===== config.mk =====
export PLATFORM = sky130hd
export DESIGN_NAME = syn_md_seq_ctrl_flat
export DESIGN_NICKNAME = d
export VERILOG_FILES = /design/src/rtl/syn_md_seq_pkg.sv /design/src/rtl/syn_md_seq_ctrl_if.sv /design/src/rtl/syn_md_seq_timer.sv /design/src/rtl/syn_md_seq_ctrl.sv /design/src/flat_wrapper.sv
export SDC_FILE = /design/constraint.sdc
export NUM_CORES = 1
export LEC_CHECK = 0
export ABC_CLOCK_PERIOD_IN_PS = 6500
export BUFFER_PORTS_ARGS = -buffer_cell sky130_fd_sc_hd__buf_4
export CAP_MARGIN = 20
export CORE_AREA = 2 2 102 153
export DETAILED_ROUTE_END_ITERATION = 7
export DIE_AREA = 0 0 104 155
export PLACE_DENSITY = 0.73
export SLEW_MARGIN = 20
export SYNTH_ARGS = -nofsm -noshare
export SYNTH_HDL_FRONTEND = slang
export SYNTH_SLANG_ARGS = --single-unit

===== constraint.sdc =====
create_clock -name i_clkin -period 6.5 [get_ports i_clkin]
set_clock_uncertainty 0.05 [all_clocks]
set_input_delay 1.3 -clock i_clkin [delete_from_list [all_inputs] [get_ports i_clkin]]
set_output_delay 1.3 -clock i_clkin [all_outputs]
set_load 0.05 [all_outputs]

===== src/rtl/syn_md_seq_pkg.sv =====
// rtl/syn_md_seq_pkg.sv - shared types and constants for the syn_md sequencer
package syn_md_seq_pkg;

  localparam int CNT_W_DEF = 16;
  localparam int NUM_W_DEF = 8;

  localparam logic [1:0] MODE_SOFT = 2'd0;
  localparam logic [1:0] MODE_SW1  = 2'd1;
  localparam logic [1:0] MODE_SW2  = 2'd2;
  localparam logic [1:0] MODE_RT   = 2'd3;

  typedef enum logic [2:0] {
    IDLE  = 3'd0,
    DELAY = 3'd1,
    HIGH  = 3'd2,
    LOW   = 3'd3,
    DONE  = 3'd4
  } seq_state_e;

endpackage


===== src/rtl/syn_md_seq_ctrl_if.sv =====
// rtl/syn_md_seq_ctrl_if.sv - command/config/status bundle of the sequencer (SYN_MD_SEQ_REPEAT_EN adds cfg_repeat)
interface syn_md_seq_ctrl_if
  import syn_md_seq_pkg::*;
#(
  parameter int CNT_W = CNT_W_DEF,
  parameter int NUM_W = NUM_W_DEF
);
  logic             start;
  logic             abort;
  logic [1:0]       cfg_mode;
  logic [CNT_W-1:0] cfg_delay;
  logic [CNT_W-1:0] cfg_width;
  logic [CNT_W-1:0] cfg_period;
  logic [NUM_W-1:0] cfg_count;
`ifdef SYN_MD_SEQ_REPEAT_EN
  logic             cfg_repeat;
`endif
  logic             soft_d;
  logic             sw1;
  logic             sw2;
  logic             rt_sw;
  logic             busy;
  logic             done;
  logic             aborted;
  logic [NUM_W-1:0] pulse_idx;

  modport master (
    output start, abort, cfg_mode, cfg_delay, cfg_width, cfg_period, cfg_count,
`ifdef SYN_MD_SEQ_REPEAT_EN
    output cfg_repeat,
`endif
    input  soft_d, sw1, sw2, rt_sw, busy, done, aborted, pulse_idx
  );

  modport slave (
    input  start, abort, cfg_mode, cfg_delay, cfg_width, cfg_period, cfg_count,
`ifdef SYN_MD_SEQ_REPEAT_EN
    input  cfg_repeat,
`endif
    output soft_d, sw1, sw2, rt_sw, busy, done, aborted, pulse_idx
  );

endinterface


===== src/rtl/syn_md_seq_timer.sv =====
// rtl/syn_md_seq_timer.sv - loadable saturating down-counter with zero flag
module syn_md_seq_timer #(
  parameter int CNT_W = 16
) (
  input  logic             i_clk,
  input  logic             i_rst,
  input  logic             i_load,
  input  logic [CNT_W-1:0] i_load_val,
  input  logic             i_en,
  output logic             o_zero
);
  logic [CNT_W-1:0] r_cnt;

  // load wins over counting; the count parks at zero instead of wrapping
  always_ff @(posedge i_clk or posedge i_rst) begin
    if (i_rst)
      r_cnt <= '0;
    else if (i_load)
      r_cnt <= i_load_val;
    else if (i_en && (r_cnt != '0))
      r_cnt <= r_cnt - CNT_W'(1);
  end

  assign o_zero = (r_cnt == '0);

endmodule


===== src/rtl/syn_md_seq_ctrl.sv =====
// rtl/syn_md_seq_ctrl.sv - pulse-train sequencer for the syn_md source lines (option: SYN_MD_SEQ_REPEAT_EN)
module syn_md_seq_ctrl
  import syn_md_seq_pkg::*;
#(
  parameter int CNT_W = CNT_W_DEF,
  parameter int NUM_W = NUM_W_DEF
) (
  input  logic             i_clkin,
  input  logic             i_rst,
  syn_md_seq_ctrl_if.slave io_seq
);
  seq_state_e       r_state;
  seq_state_e       w_next;
  logic [1:0]       r_mode;
  logic [CNT_W-1:0] r_delay;
  logic [CNT_W-1:0] r_wid_m1;
  logic [CNT_W-1:0] r_low_m1;
  logic [NUM_W-1:0] r_count;
  logic [NUM_W-1:0] r_idx;
  logic [3:0]       r_line;
  logic [3:0]       w_line_d;
  logic             r_busy;
  logic             r_done;
  logic             r_aborted;
  logic             w_accept;
  logic             w_abort;
  logic             w_last;
  logic             w_rep;
  logic             w_zero;
  logic             w_load;
  logic             w_tmr_en;
  logic [CNT_W-1:0] w_load_val;
  logic [CNT_W-1:0] w_width;
  logic [CNT_W-1:0] w_low;

  // r_busy gate keeps start ignored in the cycle where done is still visible
  assign w_accept = (r_state == IDLE) && io_seq.start && !r_busy;
  assign w_abort  = io_seq.abort && (r_state != IDLE);
  assign w_last   = (r_idx == r_count - NUM_W'(1));
  assign w_tmr_en = (r_state != IDLE);

  // low time is kept instead of period so a full-scale width cannot overflow
  assign w_width = (io_seq.cfg_width == '0) ? CNT_W'(1) : io_seq.cfg_width;
  assign w_low   = (io_seq.cfg_period <= w_width) ? CNT_W'(1) : (io_seq.cfg_period - w_width);

`ifdef SYN_MD_SEQ_REPEAT_EN
  logic r_repeat;

  // repeat flag is part of the shadow configuration
  always_ff @(posedge i_clkin or posedge i_rst) begin
    if (i_rst)
      r_repeat <= 1'b0;
    else if (w_accept)
      r_repeat <= io_seq.cfg_repeat;
  end

  assign w_rep = r_repeat;
`else
  assign w_rep = 1'b0;
`endif

  syn_md_seq_timer #(.CNT_W(CNT_W)) u_timer (
    .i_clk      (i_clkin),
    .i_rst      (i_rst),
    .i_load     (w_load),
    .i_load_val (w_load_val),
    .i_en       (w_tmr_en),
    .o_zero     (w_zero)
  );

  // state register
  always_ff @(posedge i_clkin or posedge i_rst) begin
    if (i_rst)
      r_state <= IDLE;
    else
      r_state <= w_next;
  end

  // next state plus timer reload on every state entry
  always_comb begin
    w_next     = r_state;
    w_load     = 1'b0;
    w_load_val = '0;
    unique case (r_state)
      IDLE:    if (w_accept) w_next = (io_seq.cfg_count == '0) ? DONE : DELAY;
      DELAY:   if (w_zero) w_next = HIGH;
      HIGH:    if (w_zero) w_next = w_last ? (w_rep ? DELAY : DONE) : LOW;
      LOW:     if (w_zero) w_next = HIGH;
      DONE:    w_next = IDLE;
      default: w_next = IDLE;
    endcase
    if (w_abort)
      w_next = IDLE;
    w_load = (w_next != r_state);
    case (w_next)
      DELAY:   w_load_val = (r_state == IDLE) ? io_seq.cfg_delay : r_delay;
      HIGH:    w_load_val = r_wid_m1;
      LOW:     w_load_val = r_low_m1;
      default: w_load_val = '0;
    endcase
  end

  // shadow config latched on accept, pulse index tracking
  always_ff @(posedge i_clkin or posedge i_rst) begin
    if (i_rst) begin
      r_mode   <= MODE_SOFT;
      r_delay  <= '0;
      r_wid_m1 <= '0;
      r_low_m1 <= '0;
      r_count  <= '0;
      r_idx    <= '0;
    end else if (w_accept) begin
      r_mode   <= io_seq.cfg_mode;
      r_delay  <= io_seq.cfg_delay;
      r_wid_m1 <= w_width - CNT_W'(1);
      r_low_m1 <= w_low - CNT_W'(1);
      r_count  <= io_seq.cfg_count;
      r_idx    <= '0;
    end else if (w_load && (w_next == HIGH) && (r_state == LOW)) begin
      r_idx <= r_idx + NUM_W'(1);
    end else if (w_load && (w_next == DELAY)) begin
      r_idx <= '0;
    end
  end

  // line demux: only the selected line can follow the HIGH state
  always_comb begin
    w_line_d = '0;
    if ((r_state == HIGH) && !w_abort) begin
      case (r_mode)
        MODE_SOFT: w_line_d[0] = 1'b1;
        MODE_SW1:  w_line_d[1] = 1'b1;
        MODE_SW2:  w_line_d[2] = 1'b1;
        MODE_RT:   w_line_d[3] = 1'b1;
        default:   w_line_d    = '0;
      endcase
    end
  end

  // registered outputs, one cycle behind the state they decode
  always_ff @(posedge i_clkin or posedge i_rst) begin
    if (i_rst) begin
      r_line    <= '0;
      r_busy    <= 1'b0;
      r_done    <= 1'b0;
      r_aborted <= 1'b0;
    end else begin
      r_line    <= w_line_d;
      r_busy    <= (r_state != IDLE) && !w_abort;
      r_done    <= (r_state == DONE) && !w_abort;
      r_aborted <= w_abort;
    end
  end

  assign io_seq.soft_d    = r_line[0];
  assign io_seq.sw1       = r_line[1];
  assign io_seq.sw2       = r_line[2];
  assign io_seq.rt_sw     = r_line[3];
  assign io_seq.busy      = r_busy;
  assign io_seq.done      = r_done;
  assign io_seq.aborted   = r_aborted;
  assign io_seq.pulse_idx = r_idx;

endmodule


===== src/flat_wrapper.sv =====
// flat-port wrapper written by rule: the top's interface ports become plain ports
module syn_md_seq_ctrl_flat import syn_md_seq_pkg::*;
#(
  parameter int CNT_W = CNT_W_DEF,
  parameter int NUM_W = NUM_W_DEF
)
  (i_clkin, i_rst, io_seq_start, io_seq_abort, io_seq_cfg_mode, io_seq_cfg_delay, io_seq_cfg_width, io_seq_cfg_period, io_seq_cfg_count, io_seq_soft_d, io_seq_sw1, io_seq_sw2, io_seq_rt_sw, io_seq_busy, io_seq_done, io_seq_aborted, io_seq_pulse_idx);
  syn_md_seq_ctrl_if #(.CNT_W(CNT_W), .NUM_W(NUM_W)) io_seq_i ();
  input  logic i_clkin;
  input  logic i_rst;
  input wire logic [$bits(io_seq_i.start)-1:0] io_seq_start;
  input wire logic [$bits(io_seq_i.abort)-1:0] io_seq_abort;
  input wire logic [$bits(io_seq_i.cfg_mode)-1:0] io_seq_cfg_mode;
  input wire logic [$bits(io_seq_i.cfg_delay)-1:0] io_seq_cfg_delay;
  input wire logic [$bits(io_seq_i.cfg_width)-1:0] io_seq_cfg_width;
  input wire logic [$bits(io_seq_i.cfg_period)-1:0] io_seq_cfg_period;
  input wire logic [$bits(io_seq_i.cfg_count)-1:0] io_seq_cfg_count;
  output wire logic [$bits(io_seq_i.soft_d)-1:0] io_seq_soft_d;
  output wire logic [$bits(io_seq_i.sw1)-1:0] io_seq_sw1;
  output wire logic [$bits(io_seq_i.sw2)-1:0] io_seq_sw2;
  output wire logic [$bits(io_seq_i.rt_sw)-1:0] io_seq_rt_sw;
  output wire logic [$bits(io_seq_i.busy)-1:0] io_seq_busy;
  output wire logic [$bits(io_seq_i.done)-1:0] io_seq_done;
  output wire logic [$bits(io_seq_i.aborted)-1:0] io_seq_aborted;
  output wire logic [$bits(io_seq_i.pulse_idx)-1:0] io_seq_pulse_idx;
  assign io_seq_i.start = io_seq_start;
  assign io_seq_i.abort = io_seq_abort;
  assign io_seq_i.cfg_mode = io_seq_cfg_mode;
  assign io_seq_i.cfg_delay = io_seq_cfg_delay;
  assign io_seq_i.cfg_width = io_seq_cfg_width;
  assign io_seq_i.cfg_period = io_seq_cfg_period;
  assign io_seq_i.cfg_count = io_seq_cfg_count;
  assign io_seq_soft_d = io_seq_i.soft_d;
  assign io_seq_sw1 = io_seq_i.sw1;
  assign io_seq_sw2 = io_seq_i.sw2;
  assign io_seq_rt_sw = io_seq_i.rt_sw;
  assign io_seq_busy = io_seq_i.busy;
  assign io_seq_done = io_seq_i.done;
  assign io_seq_aborted = io_seq_i.aborted;
  assign io_seq_pulse_idx = io_seq_i.pulse_idx;
  syn_md_seq_ctrl #(.CNT_W(CNT_W), .NUM_W(NUM_W)) u_core (.i_clkin(i_clkin), .i_rst(i_rst), .io_seq(io_seq_i));
endmodule

# Yosys cells after proc, flatten, opt, wreduce, memory -nomap -nowiden
# Cells that the tools add are included.
[totals]
elab_cells = 74
romBits = 0
output_inout_bits = 15
reg_bits = 92
latchBits = 0
in_bits = 62
memories = 0
ram_bits = 0
[classes]
reduce_logical = 22
n_eq_ne = 12
div = 0
multipliers = 0
n_mux = 21
addsub = 6
shifts = 0
bitwise = 0
magnitude_cmp = 1
[op_table]
columns = ["op", "n"]
rows = [
  ["16-bit 2-to-1 mux", 5],
  ["16-bit one-hot mux with 3 select lines", 1],
  ["16-bit by 1-bit subtractor with 16-bit output (second input constant)", 3],
  ["16-bit zero test", 2],
  ["8-bit 2-to-1 mux", 3],
  ["3-bit 2-to-1 mux", 6],
  ["16-bit less-or-equal comparator", 1],
  ["16-bit nonzero test", 1],
  ["16-bit subtractor", 1],
  ["3-bit by 2-bit == test with 1-bit output (second input constant)", 4],
  ["1-bit logical AND", 10],
  ["3-bit one-hot mux with 3 select lines", 1],
  ["8-bit by 1-bit adder with 8-bit output (second input constant)", 1],
  ["8-bit == test", 1],
  ["8-bit zero test", 1],
  ["8-bit by 1-bit subtractor with 8-bit output (second input constant)", 1],
  ["3-bit by 1-bit == test with 1-bit output (second input constant)", 2],
  ["3-bit nonzero test", 2],
  ["2-bit == test (second input constant)", 2],
  ["1-bit 2-to-1 mux", 4],
  ["4-bit 2-to-1 mux", 1],
  ["3-bit == test (second input constant)", 1],
  ["3-bit zero test", 1],
  ["3-bit inequality test", 1],
  ["other kinds (5)", 6],
]

# Logic depth before layout (Yosys ltp)
# Gate-level depths: netlist of run 1.
[logic_depth]
depth_word = 11
mapped_depth = 18
mapped_depth_nobuf = 17

# Cells and area by module
# From an unflattened synthesis of run 1, not the netlist that was laid out.
[unflattened]
hier_cells = 771
hier_area_um2 = 6392.4
[by_module_without_submodules]
columns = ["module", "n_inst", "seq_area_each_um2", "area_each_um2", "cells_per_inst"]
rows = [
  ["syn_md_seq_ctrl", 1, 1901.8, 5335.1, 648],
  ["syn_md_seq_timer", 1, 400.4, 1057.3, 123],
]

# Least setup slack after synthesis of run 1
# Ideal clock, no wire load.
[synth_timing]
path_kind = "input-to-reg"
startpoint = "input io_seq_cfg_width[5]"
endpoint = "register u_core.r_low_m1[14]"
path_slack_ps = 1332
required_ps = 6381
arrival_ps = 5049
setup_ps = 69
path_stages = 18
path_buffers = 1
cell_sequence = "inv_1 -> nand4_1 -> nor3_1 -> a41o_1 -> ha_1 -> fa_1 -> nor2b_1 -> o21ai_1 -> a21oi_1 -> o21a_1 -> o21a_1 -> clkbuf_1 -> and2_1 -> ha_1 -> a21boi_2 -> o211ai_1 -> or4_1 -> nand3_1"
[synth_between]
elab_chain_len = 5
elab_cells_between_ends = 6
cone_classes = "2 x add/sub; 1 x order compare; 2 x mux; 1 x reduce/logical"
[synth_rtl]
columns = ["element", "line_no", "source"]
rows = [
  ["start, declared", "flat_wrapper.sv:15", "input wire logic [$bits(io_seq_i.cfg_width)-1:0] io_seq_cfg_width;"],
  ["16-bit zero test", "syn_md_seq_ctrl.sv:43", "assign w_width = (io_seq.cfg_width == '0) ? CNT_W'(1) : io_seq.cfg_width;"],
  ["16-bit 2-to-1 mux *", "syn_md_seq_ctrl.sv:43", ""],
  ["16-bit subtractor or 16-bit less-or-equal comparator (tied branches)", "syn_md_seq_ctrl.sv:44", "assign w_low = (io_seq.cfg_period <= w_width) ? CNT_W'(1) : (io_seq.cfg_period - w_width);"],
  ["16-bit 2-to-1 mux *", "syn_md_seq_ctrl.sv:44", ""],
  ["16-bit by 1-bit subtractor with 16-bit output *", "syn_md_seq_ctrl.sv:116", "r_low_m1 <= w_low - CNT_W'(1);"],
  ["end signal, assigned", "syn_md_seq_ctrl.sv:116", ""],
  ["end, declared", "syn_md_seq_ctrl.sv:17", "logic [CNT_W-1:0] r_low_m1;"],
]
# Mark *: on every way between the ends. The rest lies on a longest branch, timed or not.
# A chain may end at the register's enable or synchronous reset.

# Final worst setup path of run 1
# Ends and elaborated chain as after synthesis.

==> impl_metrics.toml, run 1 <==
[grt]
grt_max_degree = 73
antenna_found_initial = 0
grt_overflow = 0
grt_pass1_wl_um = 28910
grt.total_usage = 0.2210
grt_pass1_vias = 5969

[clock_network]
cts_root_buf = "clkbuf_16"
insertion_delay_ns = 0.35
post_cts_resized = 0
post-cts-setup-buffers = 0
numCtsBuffers = 9
postCtsHoldBufs = 0
clk_transition_reported_paths_ns = 0.06
clock_sinks = 92
cts_buffer_depth = 2
htreeDepth = 3
cts_tree = "done"

[floorplanning]
die_x_um = 104
die_h_um = 155
core-area_um2 = 14860
io-pin-count = 77
dieArea_um2 = 16120
fp-row-count = 55
start_util = 0.4406

[pwr]
combPwrFrac = 0.489
p_clk_frac = 0.180
seqPwrFrac = 0.331
power_density_nw_per_um2 = 380.7
p_int_uw = 1629
switching_share = 0.4338
switching_power_uw = 1248
finalPower_uw = 2877
ir_worst_vdd_mv = 0.1534
p_leak_uw = 0.003514

[routing]
post-route-drc-count = 0
firstDrtPassIters = 5
wire_per_inst_um = 16.14
drtAntennaViolNets = 0
wl_um = 17280
avgViaCountPerCell = 5.613
drt_iter0_markers = 332
num_vias = 6012

[final_layout]
diodes = 0
nets = 952
drive_above_1_share = 0.1399
syn_to_final_growth_pct = 15.38
fillers = 1474

[yosys]
synth_seq_cells = 92
async_reset_ff_frac = 1.000
synth_common_cells = "nand2_1, dfrtp_1, nor2_1"
synth-seq-area-share = 0.3515
syn_avg_cell_area_um2 = 8.085
yosysWarnings = 0
synth.area.top_cells = "dfrtp_1, nand2_1, ha_1"
ys.flop_type = "dfrtp_1"
syn_inst = 810
synthesis.area_um2 = 6549
yosysTopAreaCellShare = 0.3515
synth_nets = 895
yosysTopAreaCell = "dfrtp_1"
synthMostInstantiatedCell = "nand2_1"
ys_types = 80
synth_edf_count = 0

[place]
dp_hpwl_um = 13040
place_congestion = 0.9452
port_buffers = 76

[timing]
hold_violations = 0
setup_viol = 0
finalCriticalPeriod_ns = 5.093
max-slew-margin-rel = 0.3943
holdWs_ns = 0.4244
finalCritPeriodShare = 0.7835
slew_viol_final = 0
setup-tns-final_ns = 0
tightest_slew_ns = 0.9052
rsz0062_at_grt = "no"
max_freq_ghz = 0.1964

[status]
status = "completed"

[setup_path]
crit_type = "input port to register"
startpoint_type = "input port"
worst_ep_arrival_time_ns = 5.33
critPathRequiredTime_ns = 6.74
rrSetupSlack_ns = 2.50
end_kind = "register"
worstPathMaxFanout = 7

[hold_path]
hp-class = "register to register"

[job]
maxCapViolations = 0
[path summary, 6_finish.rpt]
| check | start | to | cells after the start |
|---|---|---|---|
| setup / recovery | io_seq_cfg_width[5] | u_core.r_low_m1[14]$_DFFE_PP0P_ | 18 |
| hold / removal | u_core.r_delay[14]$_DFFE_PP0P_ | u_core.r_delay[14]$_DFFE_PP0P_ | 2 |
| setup reg to reg | u_core.r_state[1]$_DFF_PP0_ | u_core.u_timer.r_cnt[15]$_DFFE_PP0P_ | 10 |
| hold reg to reg | u_core.r_delay[14]$_DFFE_PP0P_ | u_core.r_delay[14]$_DFFE_PP0P_ | 2 |
| max in group asynchronous | i_rst | u_core.u_timer.r_cnt[10]$_DFFE_PP0P_ | 3 |
| min in group asynchronous | i_rst | u_core.r_state[1]$_DFF_PP0_ | 2 |
[logic make-up after synthesis]
kind of cell,count (synthesis),share of synthesized area
AO/OA/AOI/OAI,193,0.2100
XOR/XNOR,41,0.05598
adder cells (fa/ha/maj),23,0.04509
buffers and inverters,76,0.04796
flip-flops,92,0.3515
multiplexers,8,0.01242
AND/OR/NAND/NOR,377,0.2770
[critical path, stage by stage]
cell	delay, ns
buf_4	0.10
inv_1	0.08
nand4_1	0.14
nor3_1	0.09
a41o_1	0.28
ha_1	0.24
fa_1	0.42
nor2b_1	0.25
o21ai_1	0.16
a21oi_1	0.27
o21a_1	0.27
o21a_1	0.22
and2_1	0.17
ha_1	0.28
a21boi_2	0.29
o211ai_1	0.18
or4_1	0.50
nand3_1	0.09
[routing by layer]
| layer | up-vias | GRT usage | part of all wire |
|---|---|---|---|
| met2 | 153 | 0.4145 | 0.52 |
| met3 | 33 | 0.02974 | 0.031 |
| li1 | 2992 | - | - |
| met4 | 0 | 0.1100 | 0.041 |
| met1 | 2834 | 0.2429 | 0.40 |
| met5 | - | 0 | 0 |
[registers in the layout, summed over array words and instances (netlist names)]
name	cells
u_core.r_delay	16
u_core.r_line	4
u_core.r_count	8
u_core.io_seq.busy	1
u_core.io_seq.pulse_idx	8
u_core.u_timer.r_cnt	16
u_core.io_seq.aborted	1
u_core.io_seq.done	1
u_core.r_low_m1	16
u_core.r_mode	2
u_core.r_state	3
u_core.r_wid_m1	16
[power by group through the flow]
stage / clock network (uW) / logic [uW] / registers (uW)
2_1_floorplan: 0 / 1080 / 932
3_3_place_gp: 0 / 1390 / 952
3_5_place_dp: 0 / 1410 / 958
4_1_cts: 530 / 1410 / 950
5_1_grt: 551 / 1570 / 979
6_report: 517 / 1410 / 952
[placed cells by master (no fill, tap or decap), types with 10 or more instances in the layout]
cell     instances
o21ai_1         11
xor2_1          14
inv_1           37
a21oi_1         35
and3_1          20
buf_4           84
ha_1            22
xnor2_1         26
nor2_1          62
nand2_1        170
nor3_1          24
nand3_1         23
a21o_1          10
nor4_1          14
o21a_1          13
o21ai_0         36
dfrtp_1         92
[per-stage QoR]
stage / std cells / area (um^2) / utilization / setup WS (ns)
after global placement: 1055 / 7264 / 0.4887 / 1.145
final: 1071 / 7556 / 0.5083 / 1.407
after floorplan: 810 / 6549 / - / 1.332
after detailed placement: 1055 / 7264 / 0.4887 / 1.055
after CTS: 1071 / 7556 / 0.5083 / 1.421
after global routing: 1071 / 7556 / 0.5083 / 0.9813
[final cells by class]
| class | count | area (um^2) | share of cell area |
|---|---|---|---|
| multi-input cells | 642 | 3939 | 0.5213 |
| flip-flops and latches | 92 | 2302 | 0.3047 |
| repair buffers | 84 | 630.6 | 0.08346 |
| well taps | 199 | 249.0 | 0.03295 |
| clock buffers | 10 | 229.0 | 0.03030 |
| inverters | 38 | 143.9 | 0.01904 |
| clock inverters | 6 | 62.56 | 0.008280 |
No activity file was read; power rests on OpenSTA's default activity.
==> run 2: changes to the inputs <==
Settings changed: ABC_AREA set to 1, ABC_CLOCK_PERIOD_IN_PS 6500 to 4500, CORE_AREA 2 2 102 153 to 2 2 102 154, DIE_AREA 0 0 104 155 to 0 0 104 156, PLACE_DENSITY 0.73 to 0.76.
Clock period 6.5 ns to 4.5 ns, I/O delays scaled along.
==> run 2 against run 1 <==
  * Setup slack got worse by 0.70 ns
  * Via count is 6.5% higher
  * Worst hold slack lost 0.020 ns
  * Design area up 0.70%
  * Largest cell class unchanged
  * Highest routed layer unchanged
  * Non-clock buffer count decreased by 1
  * Critical endpoint is now u_core.r_low_m1[10]$_DFFE_PP0P_
  * Sequential share of layout area is 0.21 points lower
  * First-iteration DRC count is 2.1% higher
  * Critical path depth is 6 higher
==> impl_metrics.toml, run 2 <==
[grt]
grt.total_usage = 0.2114
grt_pass1_wl_um = 28230
grt_pass1_vias = 6083
grt_max_degree = 90
antenna_found_initial = 0
grt_overflow = 0

[yosys]
synth_common_cells = "nand2_1, inv_1, dfrtp_1, nor2_1, o21ai_0"
yosysWarnings = 0
async_reset_ff_frac = 1.000
synth_top_family_by_area = "simple AND/OR/NAND/NOR gates"
synth_nets = 1054
synth_xor_xnor_area_share = 0.05463
synth-simple-area-share = 0.3675
synthAdderAreaFrac = 0.04492
muxShareOfSynthArea = 0
syn_inst = 969
synth_compound_area_frac = 0.09859
syn_avg_cell_area_um2 = 6.784
yosysTopAreaCellShare = 0.3502
synth.area.top_cells = "dfrtp_1, nand2_1, o21ai_0"
synth-seq-area-share = 0.3502
ys_types = 38
yosysTopAreaCell = "dfrtp_1"
synthesis.area_um2 = 6574
ys.flop_type = "dfrtp_1"
synth_seq_cells = 92
synth_edf_count = 0
synthMostInstantiatedCell = "nand2_1"

[job]
maxCapViolations = 0

[final_layout]
fillers = 1495
nets = 1115
drive_above_1_share = 0.1219
diodes = 0
final_common_cell = "nand2_1"
syn_to_final_growth_pct = 15.74
postLayoutCoreUtil = 0.5119
mostFrequentLayoutCells = "nand2_1, inv_1, dfrtp_1"

[routing]
post-route-drc-count = 0
drtAntennaViolNets = 0
firstDrtPassIters = 5
wire_per_inst_um = 13.56
drt_iter0_markers = 339
wl_um = 16720
avgViaCountPerCell = 5.191
num_vias = 6400

[timing]
hold_violations = 0
rsz0062_at_grt = "no"
tightest_slew_ns = 0.8559
finalCriticalPeriod_ns = 3.792
holdWs_ns = 0.4044
max_freq_ghz = 0.2637
finalCritPeriodShare = 0.8427
setup_viol = 0
max-slew-margin-rel = 0.4294
setup-tns-final_ns = 0
slew_viol_final = 0

[status]
status = "completed"

[setup_path]
crit_buf_inv = 3
worstPathMaxFanout = 14
end_kind = "register"
rrSetupSlack_ns = 1.25
path_cells = "buf_4 -> inv_1 -> nand2_1 -> nor3_1 -> nand3_1 -> nand2_1 -> ha_1 -> fa_1 -> o21ai_1 -> nand2_1 -> nand2_1 -> nand2_1 -> nand2_1 -> nand2_1 -> inv_2 -> nand2_1 -> ha_1 -> nand2_1 -> nor2_1 -> nand2_1 -> nor2_1 -> nand2_1 -> nand3_1 -> nand2_1"
r2r-start = "u_core.r_state[0]$_DFF_PP0_"
critPathRequiredTime_ns = 4.68
worst_ep_arrival_time_ns = 3.97
crit_type = "input port to register"
path_common_cell = "nand2_1"
crit_path_start = "io_seq_cfg_width[13]"
cp_top_family = "simple AND/OR/NAND/NOR gates"
crit_path_max_incr_delay_ns = 0.34
r2r-end = "u_core.u_timer.r_cnt[9]$_DFFE_PP0P_"
startpoint_type = "input port"
crit_slowest_cell = "nor3_1"
reg2reg_depth = 13

[hold_path]
hp-start = "u_core.r_mode[0]$_DFFE_PP0P_"
hp-class = "register to register"
holdPathStages = 1
worstHoldEndpoint = "u_core.r_line[2]$_DFF_PP0_"

[clock_network]
cts_buffer_depth = 2
insertion_delay_ns = 0.34
post-cts-setup-buffers = 0
clock_sinks = 92
cts_root_buf = "clkbuf_16"
post_cts_resized = 0
htreeDepth = 3
numCtsBuffers = 9
clk_transition_reported_paths_ns = 0.06
postCtsHoldBufs = 0
cts_tree = "done"

[pwr]
switching_power_uw = 2090
combPwrFrac = 0.502
ir_worst_vdd_mv = 0.3425
p_int_uw = 2379
p_leak_uw = 0.003965
finalPower_uw = 4469
power_density_nw_per_um2 = 587.3
p_clk_frac = 0.178
switching_share = 0.4677
seqPwrFrac = 0.320

[floorplanning]
die_x_um = 104
start_util = 0.4423
dieArea_um2 = 16220
io-pin-count = 77
core-area_um2 = 14860
die_h_um = 156
fp-row-count = 55

[place]
port_buffers = 76
dp_hpwl_um = 13020
place_congestion = 0.8961
-- run 2: cell types whose count changed after synthesis, moves of 30 or more --
cell / before / now
nand2_1: 170 / 275
inv_1: 38 / 103
o21ai_0: 36 / 82
nand4_1: 6 / 50
nor2_1: 62 / 92
nand3_1: 23 / 78
-- run 2: power groups by stage --
stage / clock network (uW) / logic (uW) / registers (uW)
6_report: 795 / 2240 / 1430
5_1_grt: 837 / 2580 / 1470
4_1_cts: 800 / 2230 / 1420
3_5_place_dp: 0 / 2210 / 1440
3_3_place_gp: 0 / 2180 / 1430
2_1_floorplan: 0 / 1730 / 1400
-- run 2: logic make-up after synthesis --
logic type      Yosys count
fa+ha+maj                23
compound gates          126
simple gates            546
xor+xnor                 41
buf+inv                 141
flops                    92
-- run 2: area by class of cell --
cell class                 count  area, um^2  share of cell area
tap                          199       249.0             0.03272
clock inverter                 5       77.57             0.01020
sequential                    92        2302              0.3026
clock buffer                  10       229.0             0.03009
multi-input combinational    736        3721              0.4891
timing repair buffer          83       623.1             0.08189
inverter                     108       406.6             0.05345
-- run 2: layer usage --
metal | global-route usage | vias up | share of wire
li1 | - | 3289 | -
met1 | 0.2450 | 2970 | 0.41
met2 | 0.3944 | 114 | 0.54
met3 | 0.02130 | 27 | 0.024
met4 | 0.09009 | 0 | 0.030
met5 | 0 | - | 0
-- run 2: how the worst max path moves through the flow --
stage | endpoint | slack, ns | cells after the start
floorplan | u_core.r_low_m1[10]$_DFFE_PP0P_ | 0.95 | 22
global placement | u_core.r_low_m1[10]$_DFFE_PP0P_ | 0.50 | 24
detailed placement | u_core.r_low_m1[10]$_DFFE_PP0P_ | 0.37 | 24
CTS | u_core.r_low_m1[10]$_DFFE_PP0P_ | 0.72 | 24
global route | u_core.r_low_m1[10]$_DFFE_PP0P_ | 0.21 | 24
finish | u_core.r_low_m1[10]$_DFFE_PP0P_ | 0.71 | 24
-- run 2: metrics by stage --
| step | setup slack, ns | instance area (um^2) | instances |
|---|---|---|---|
| floorplan | 0.9515 | 6574 | 969 |
| finish | 0.7077 | 7609 | 1233 |
| CTS | 0.7243 | 7606 | 1233 |
| detailed placement | 0.3676 | 7300 | 1218 |
| global placement | 0.4976 | 7300 | 1218 |
| global route | 0.2065 | 7609 | 1233 |
==> run 3: changes to the inputs <==
Settings changed: ABC_AREA 1 to 0, ABC_CLOCK_PERIOD_IN_PS 4500 to 3750, CORE_AREA 2 2 102 154 to 2 2 102 153, DIE_AREA 0 0 104 156 to 0 0 104 155, PLACE_DENSITY 0.76 to 0.73.
Clock period 4.5 ns to 3.75 ns, I/O delays scaled along.
==> run 3 against run 2 <==
  * Wire length increased by 6.8%
  * Design area grew 8.3%
  * Worst hold slack worse by 0.0041 ns
  * Register-to-register slack got worse by 0.76 ns
  * Via count decreased by 1.5%
  * Critical endpoint is now u_core.r_low_m1[15]$_DFFE_PP0P_
  * Highest routed layer unchanged
==> impl_metrics.toml, run 3 (synthesis results as in run 1) <==
[status]
status = "completed"

[final_layout]
final_common_cell = "nand2_1"
fillers = 1438
drive_above_1_share = 0.2245
postLayoutCoreUtil = 0.5542
mostFrequentLayoutCells = "nand2_1, buf_4, dfrtp_1"
ff_latch_area_um2 = 2302
nets = 1020
diodes = 0
fin_cells = 1139
multiInputGateArea_um2 = 4050
syn_to_final_growth_pct = 25.79

[routing]
wl_um = 17870
avgViaCountPerCell = 5.533
drtAntennaViolNets = 0
wire_per_inst_um = 15.68
firstDrtPassIters = 5
drt_iter0_markers = 398
num_vias = 6302
post-route-drc-count = 0

[floorplanning]
die_h_um = 155
fp-row-count = 55
core-area_um2 = 14860
die_x_um = 104
start_util = 0.4406
io-pin-count = 77
dieArea_um2 = 16120

[pwr]
power_density_nw_per_um2 = 633.1
ir_worst_vdd_mv = 0.3189
finalPower_uw = 5216
p_leak_uw = 0.003877

[timing]
finalCritPeriodShare = 0.9930
max_freq_ghz = 0.2686
slew_viol_final = 0
rsz0062_at_grt = "yes"
hold_violations = 0
max-slew-margin-rel = 0.5359
setup_viol = 0
finalCriticalPeriod_ns = 3.724
tightest_slew_ns = 0.6962
holdWs_ns = 0.4004

[clock_network]
cts_root_buf = "clkbuf_16"
clock_sinks = 92
insertion_delay_ns = 0.35
cts_tree = "done"
clk_transition_reported_paths_ns = 0.07
postCtsHoldBufs = 0
htreeDepth = 3
cts_buffer_depth = 2
numCtsBuffers = 9

[setup_path]
crit_slowest_cell = "or4_1"
r2r-start = "u_core.r_count[0]$_DFFE_PP0P_"
rrSetupSlack_ns = 0.49
crit_path_max_incr_delay_ns = 0.41
startpoint_type = "input port"
r2r-end = "u_core.u_timer.r_cnt[8]$_DFFE_PP0P_"
path_cells = "buf_4 -> nor4_2 -> buf_4 -> a41o_1 -> ha_4 -> fa_2 -> nor2b_4 -> o21a_1 -> or4_1 -> a32oi_2 -> nand3_2 -> nor3b_2 -> nand4b_1 -> o31a_1 -> o31a_1"
worstPathMaxFanout = 4
end_kind = "register"
worst_ep_arrival_time_ns = 3.91
crit_type = "input port to register"
reg2reg_depth = 12
critPathRequiredTime_ns = 3.93

[hold_path]
hp-class = "input port to asynchronous set/reset pin"

[place]
dp.cells = 1120
port_buffers = 76
place_congestion = 0.9777
dp_hpwl_um = 13780

[grt]
grt_pass1_vias = 6337
antenna_found_initial = 0
grt_overflow = 0
grt.total_usage = 0.2289
grt_pass1_wl_um = 30120
grt_max_degree = 73

[job]
maxCapViolations = 0
[run 3: changes by cell type in the layout (fill, tap and decap cells not counted), moves of 12 or more]
cell and delta:
and3_1 +19, xor2_1 -19, o21ai_0 -47, xnor2_1 +17, nand4_1 -44, nand3_1 -57, nand2_1 -105, o21a_1 +12
nor2_1 -29, inv_1 -69, buf_4 +65
[run 3: area by class of cell]
class | count | share of cell area
Inverter | 38 | 0.01929
Multi-Input combinational cell | 642 | 0.4916
Sequential cell | 92 | 0.2795
Clock inverter | 6 | 0.009569
Timing Repair Buffer | 152 | 0.1408
Clock buffer | 10 | 0.02901
Tap cell | 199 | 0.03022
[run 3: how the worst max path moves through the flow]
stage	slack [ns]	to	cells after the start	start
global route	-0.06	u_core.r_low_m1[15]$_DFFE_PP0P_	16	io_seq_cfg_width[8]
CTS	0.003	u_core.r_low_m1[15]$_DFFE_PP0P_	15	io_seq_cfg_width[11]
global placement	-0.40	u_core.r_low_m1[15]$_DFFE_PP0P_	15	io_seq_cfg_width[11]
finish	0.03	u_core.r_low_m1[15]$_DFFE_PP0P_	15	io_seq_cfg_width[11]
floorplan	-0.20	u_core.r_low_m1[14]$_DFFE_PP0P_	18	io_seq_cfg_width[6]
detailed placement	-0.43	u_core.r_low_m1[15]$_DFFE_PP0P_	14	io_seq_cfg_width[4]
[run 3: through the flow]
stage | cell area (um^2) | worst slack [ns] | setup TNS, ns
2_1_floorplan | 6630 | -0.1999 | -0.3041
3_3_place_gp | 7824 | -0.4007 | -1.729
3_5_place_dp | 7824 | -0.4346 | -2.118
4_1_cts | 8170 | 0.002685 | 0
5_1_grt | 8238 | -0.06051 | -0.06051
6_report | 8238 | 0.02635 | 0
[run 3: power breakdown]
part / switching, uW / total [uW] / leakage (uW) / internal [uW]
Clock: 407 / 956 / 0.000157 / 549
Sequential: 299 / 1660 / 0.00119 / 1360
Combinational: 1510 / 2600 / 0.00253 / 1090
Total: 2220 / 5220 / 0.00388 / 2990
[run 3: worst max-delay path: cells and delay by family]
family | cells | cell delay, ns
AOI/OAI and AO/OA | 5 | 1.20
adders and majority gates | 2 | 0.40
buffers and inverters | 2 | 0.29
and+or+nand+nor | 6 | 1.26
[run 3: per-layer routing]
| layer | global-route usage | wire, um | vias up |
|---|---|---|---|
| met5 | 0 | 0 | - |
| met4 | 0.1081 | 714 | 0 |
| met3 | 0.02807 | 483 | 48 |
| met2 | 0.4398 | 9744 | 140 |
| met1 | 0.2470 | 6922 | 2988 |
| li1 | - | - | 3126 |
[run 3: repair_timing]
item	CTS	global route
buffers inserted	2	1
resized for setup	2	13
setup endpoints to repair	1	5
pin swaps	3	2
